**config.mk**
```make
export PLATFORM = sky130hd
export DESIGN_NAME = dru_word_assembler
export DESIGN_NICKNAME = d
export VERILOG_FILES = /design/src/rtl/dru_word_assembler.sv
export SDC_FILE = /design/constraint.sdc
export NUM_CORES = 1
export LEC_CHECK = 0
export CAP_MARGIN = 20
export CORE_MARGIN = 4
export CORE_UTILIZATION = 54
export DETAILED_ROUTE_END_ITERATION = 8
export PLACE_DENSITY = 0.9
export SYNTH_ARGS = -nofsm -noshare
export SYNTH_HDL_FRONTEND = slang
export SYNTH_SLANG_ARGS = --single-unit
export TNS_END_PERCENT = 1
```
**constraint.sdc**
```tcl
create_clock -name clk -period 2.9 [get_ports clk]
set_input_delay 0.58 -clock clk [delete_from_list [all_inputs] [get_ports clk]]
set_output_delay 0.58 -clock clk [all_outputs]
set_load 0.01 [all_outputs]
```
**src/rtl/dru_word_assembler.sv**
```systemverilog
// Packs 0..3 recovered bits per cycle into 10-bit words (earliest bit in bit 0).
// Define DRU_WORD_ASSEMBLER_COMMA_ALIGN_EN to build in the K28.5 comma aligner with bit slipping.
module dru_word_assembler #(
  parameter int WORD_W = 10
) (
  input  logic              clk,
  input  logic              aresetn,
  input  logic [2:0]        in_bits,
  input  logic [1:0]        in_cnt,
  input  logic              realign,
  output logic [WORD_W-1:0] word_out,
  output logic              word_valid,
  output logic              aligned,
  output logic [3:0]        slip_cnt
);

  localparam int ACC_W = WORD_W + 2;

  // Output handshake: word_valid is a one-cycle strobe with no backpressure; word_out
  // is meaningful only while word_valid is high and otherwise holds the previous word.
  logic [ACC_W-1:0]  acc_buf, acc_app, acc_rem, acc_nxt;
  logic [3:0]        fill, fill_app, fill_rem, fill_nxt;
  logic [2:0]        eff_bits, bit_mask;
  logic [1:0]        eff_cnt;
  logic              have_word, emit, drop_first;
  logic [WORD_W-1:0] cand;

  always_comb begin
    eff_bits = drop_first ? {1'b0, in_bits[2:1]} : in_bits;
    eff_cnt  = drop_first ? in_cnt - 2'd1 : in_cnt;
    case (eff_cnt)
      2'd0:    bit_mask = 3'b000;
      2'd1:    bit_mask = 3'b001;
      2'd2:    bit_mask = 3'b011;
      default: bit_mask = 3'b111;
    endcase
    acc_app   = acc_buf | (ACC_W'(eff_bits & bit_mask) << fill);
    fill_app  = fill + {2'b00, eff_cnt};
    have_word = fill_app >= 4'(WORD_W);
    cand      = acc_app[WORD_W-1:0];
    acc_rem   = have_word ? (acc_app >> WORD_W) : acc_app;
    fill_rem  = have_word ? (fill_app - 4'(WORD_W)) : fill_app;
  end

`ifdef DRU_WORD_ASSEMBLER_COMMA_ALIGN_EN
  localparam logic [WORD_W-1:0] COMMA_NEG = 10'h17C;
  localparam logic [WORD_W-1:0] COMMA_POS = 10'h283;

  logic       slip_pending, pending_nxt, aligned_nxt, lock, slip, is_comma;
  logic [3:0] slip_cnt_nxt;

  // A slip owed while the buffer was empty eats the first bit of the next non-empty cycle.
  assign drop_first = slip_pending && (in_cnt != 2'd0);

  always_comb begin
    is_comma    = (cand == COMMA_NEG) || (cand == COMMA_POS);
    emit        = 1'b0;
    lock        = 1'b0;
    slip        = 1'b0;
    acc_nxt     = acc_rem;
    fill_nxt    = fill_rem;
    pending_nxt = drop_first ? 1'b0 : slip_pending;
    // Realign wins: the candidate word is consumed but neither emitted nor used to lock.
    if (have_word && !realign) begin
      if (aligned) begin
        emit = 1'b1;
      end else if (is_comma) begin
        lock = 1'b1;
        emit = 1'b1;
      end else begin
        slip = 1'b1;
      end
    end
    if (slip) begin
      if (fill_rem != 4'd0) begin
        acc_nxt  = acc_rem >> 1;
        fill_nxt = fill_rem - 4'd1;
      end else begin
        pending_nxt = 1'b1;
      end
    end
    aligned_nxt  = aligned | lock;
    slip_cnt_nxt = (slip && slip_cnt != 4'd15) ? slip_cnt + 4'd1 : slip_cnt;
    if (realign) begin
      pending_nxt  = 1'b0;
      aligned_nxt  = 1'b0;
      slip_cnt_nxt = 4'd0;
    end
  end

  always_ff @(posedge clk) begin
    if (!aresetn) begin
      slip_pending <= 1'b0;
      aligned      <= 1'b0;
      slip_cnt     <= 4'd0;
    end else begin
      slip_pending <= pending_nxt;
      aligned      <= aligned_nxt;
      slip_cnt     <= slip_cnt_nxt;
    end
  end
`else
  logic unused_realign;

  assign unused_realign = realign;
  assign drop_first     = 1'b0;
  assign emit           = have_word;
  assign acc_nxt        = acc_rem;
  assign fill_nxt       = fill_rem;
  assign aligned        = 1'b1;
  assign slip_cnt       = 4'd0;
`endif

  always_ff @(posedge clk) begin
    if (!aresetn) begin
      acc_buf    <= '0;
      fill       <= 4'd0;
      word_out   <= '0;
      word_valid <= 1'b0;
    end else begin
      acc_buf    <= acc_nxt;
      fill       <= fill_nxt;
      word_valid <= emit;
      if (emit) word_out <= cand;
    end
  end

endmodule

```
==> reports/results.ini <==
[sta]
fmax_mhz = 413.1
hold_viol = 0
period_share_pct = 83.47
setup_tns_ps = 0
grt_setup_unrepaired = no
drv_slew = 0
finalWorstSetupSlack_ps = 479.2
finalSetupViolCount = 0
finClkSkew_ps = 2.219
post-route-min-period_ps = 2421

[synth]
ys_types = 37
synth_ff_type = dfxtp_1
syn_avg_cell_area_sq_um = 9.889
synth_warnings = 0
postSynthCellCount = 124
synth_edf_count = 0
syn-cell-area_sq_um = 1226
ys_ff_latch = 27
ys_seq_area_share_pct = 44.08
async_reset_ff_share_pct = 0

[floorplan]
die_width_um = 55.65
core_area_sq_um = 2062
start_util_pct = 59.47
rows = 16
die_h_um = 55.65
die_area_sq_um = 3097
io_pins = 24

[placed_design]
place_ws_ps = 116.6
gp_congestion = 0.8945
io_buffers = 17
dp_hpwl_um = 2114

[power]
ir_worst_vdd_mv = 0.4098
p_leak_nw = 0.5617
powerDensity_nw_per_um2 = 589.7

[cts]
cts_tree = built
cts_made_buffers = 3
numClockSinks = 27
cts_resized = 0
h-tree-depth = 1
clock-root-buffer = clkbuf_4
clkTransAtPathRegs_ps = 150
clock_tree.buffer_depth = 2
post_cts_buffers = 0
clk_latency_ps = 330
ctsHoldBuffers = 0

[min_path]
worstHoldPathType = flip-flop to flip-flop

[global_routing]
track_usage_pct = 18.23
globalRouteOverflowTotal = 0
grt_pass1_wl_um = 4581
grt_max_degree = 17
grt_pass1_vias = 1009
antenna_found_initial = 0

[cells_and_area]
layout-drive-gt1-share_pct = 14.19
fill_cells = 160
ff_latch_area_sq_um = 540.5
final_nets = 161
multi_input_area_sq_um = 609.3
diodes = 0
syn2layout_area_growth_pct = 19.90

[worst_setup_path]
critPathKind = input port to flip-flop
worst_ep_arrival_time_ps = 2670
start_kind = input port
crit_required_ps = 3150
crit_path_max_fanout = 5
endpoint_kind = flip-flop

[detailed_routing]
drt_iter0_drc = 25
num_vias = 1041
route.top_layer_used = met4
drc = 0
wl_um = 2772
dr_wl_met3_um = 180
viasPerCell = 5.949
final_antenna_net_count = 0
wl_met2_um = 1388
drt_pass1_iterations = 4
wire_per_inst_um = 15.84
drt-met1-wl_um = 1175

[job]
maxCapViolCount = 0

[status]
status = finished clean

cell usage after synthesis, types with 3 or more instances:
cell	instances	share of area, %
a21o_1	3	1.8
dfxtp_1	27	44
ha_1	3	3.1
a211oi_1	3	1.8
and2_1	4	2.0
a221oi_1	6	4.3
nor2_1	8	2.4
buf_4	6	3.7
a21oi_1	9	3.7
o2bb2ai_1	8	5.7
nor3_1	11	4.5
inv_1	6	1.8
layout make-up:
cell class	instances	share of cell area (%)
Sequential cell	27	36.77
Clock inverter	1	0.5106
Clock buffer	3	1.532
Multi-Input combinational cell	85	41.45
Tap cell	27	2.298
Inverter	7	1.787
Timing Repair Buffer	25	15.66
cell usage in the layout (no fill, tap or decap), types with 5 or more instances in the layout:
master           synthesis  layout
conb_1                   2       5
o2bb2ai_1                8       8
nor3_1                  11      11
inv_1                    6       6
nor2_1                   8       8
a221oi_1                 6       6
dfxtp_1                 27      27
buf_4                    6       8
clkdlybuf4s50_1          0      17
a21oi_1                  9       9
power breakdown:
group | internal [mW] | switching [mW] | leakage, nW
Clock | 0.0529 | 0.117 | 0.0139
Sequential | 0.401 | 0.0338 | 0.219
Combinational | 0.117 | 0.147 | 0.329
logic make-up after synthesis:
kind of cell    after synthesis  synth area share [%]
simple gates                 33                 14.69
fa+ha+maj                     4                 4.694
compound gates               41                 26.53
mux                           1                0.9183
flops                        27                 44.08
other cells                   2                0.6125
buf+inv                      15                 7.142
xor+xnor                      1                 1.327
metrics by stage:
| stage | hold slack [ps] | instance area (sq um) | cells | util [%] | total power, mW |
|---|---|---|---|---|---|
| finish | 480.6 | 1470 | 175 | 71.30 | 0.8670 |
| CTS | 481.3 | 1470 | 175 | 71.30 | 0.8658 |
| floorplan | 432.5 | 1237 | 127 | - | 0.6249 |
| detailed placement | 445.8 | 1440 | 171 | 69.84 | 0.7020 |
| global route | 500.5 | 1470 | 175 | 71.30 | 0.9095 |
| global placement | 441.4 | 1440 | 171 | 69.84 | 0.6861 |
worst max-delay path, stage by stage:
cell             delay (ps)
clkdlybuf4s50_1         490
ha_1                    170
inv_1                    50
fa_1                    390
xor2_2                  180
a32oi_2                 310
a21oi_2                 120
buf_4                   160
a22o_1                  210
per-layer routing:
metal  GRT usage, %  vias up
met2          31.59       41
li1               -      505
met4          4.167        0
met1          21.70      491
met3          6.032        4
met5              0        -
state kept, by name, indices dropped and copies added, names as in the netlist:
name	flops
acc_buf	12
word_out	10
fill	4
word_valid	1
worst paths after layout:
| path | start | endpoint | slack (ps) | depth (start not counted) |
|---|---|---|---|---|
| setup / recovery | in_cnt[0] | word_out[7] | 480 | 9 |
| hold / removal | word_out[1] | word_out[1] | 480 | 1 |
| setup reg to reg | fill[1] | word_out[7] | 640 | 7 |
| hold reg to reg | word_out[1] | word_out[1] | 480 | 1 |
Note: power is estimated with default switching activity, not from simulation.
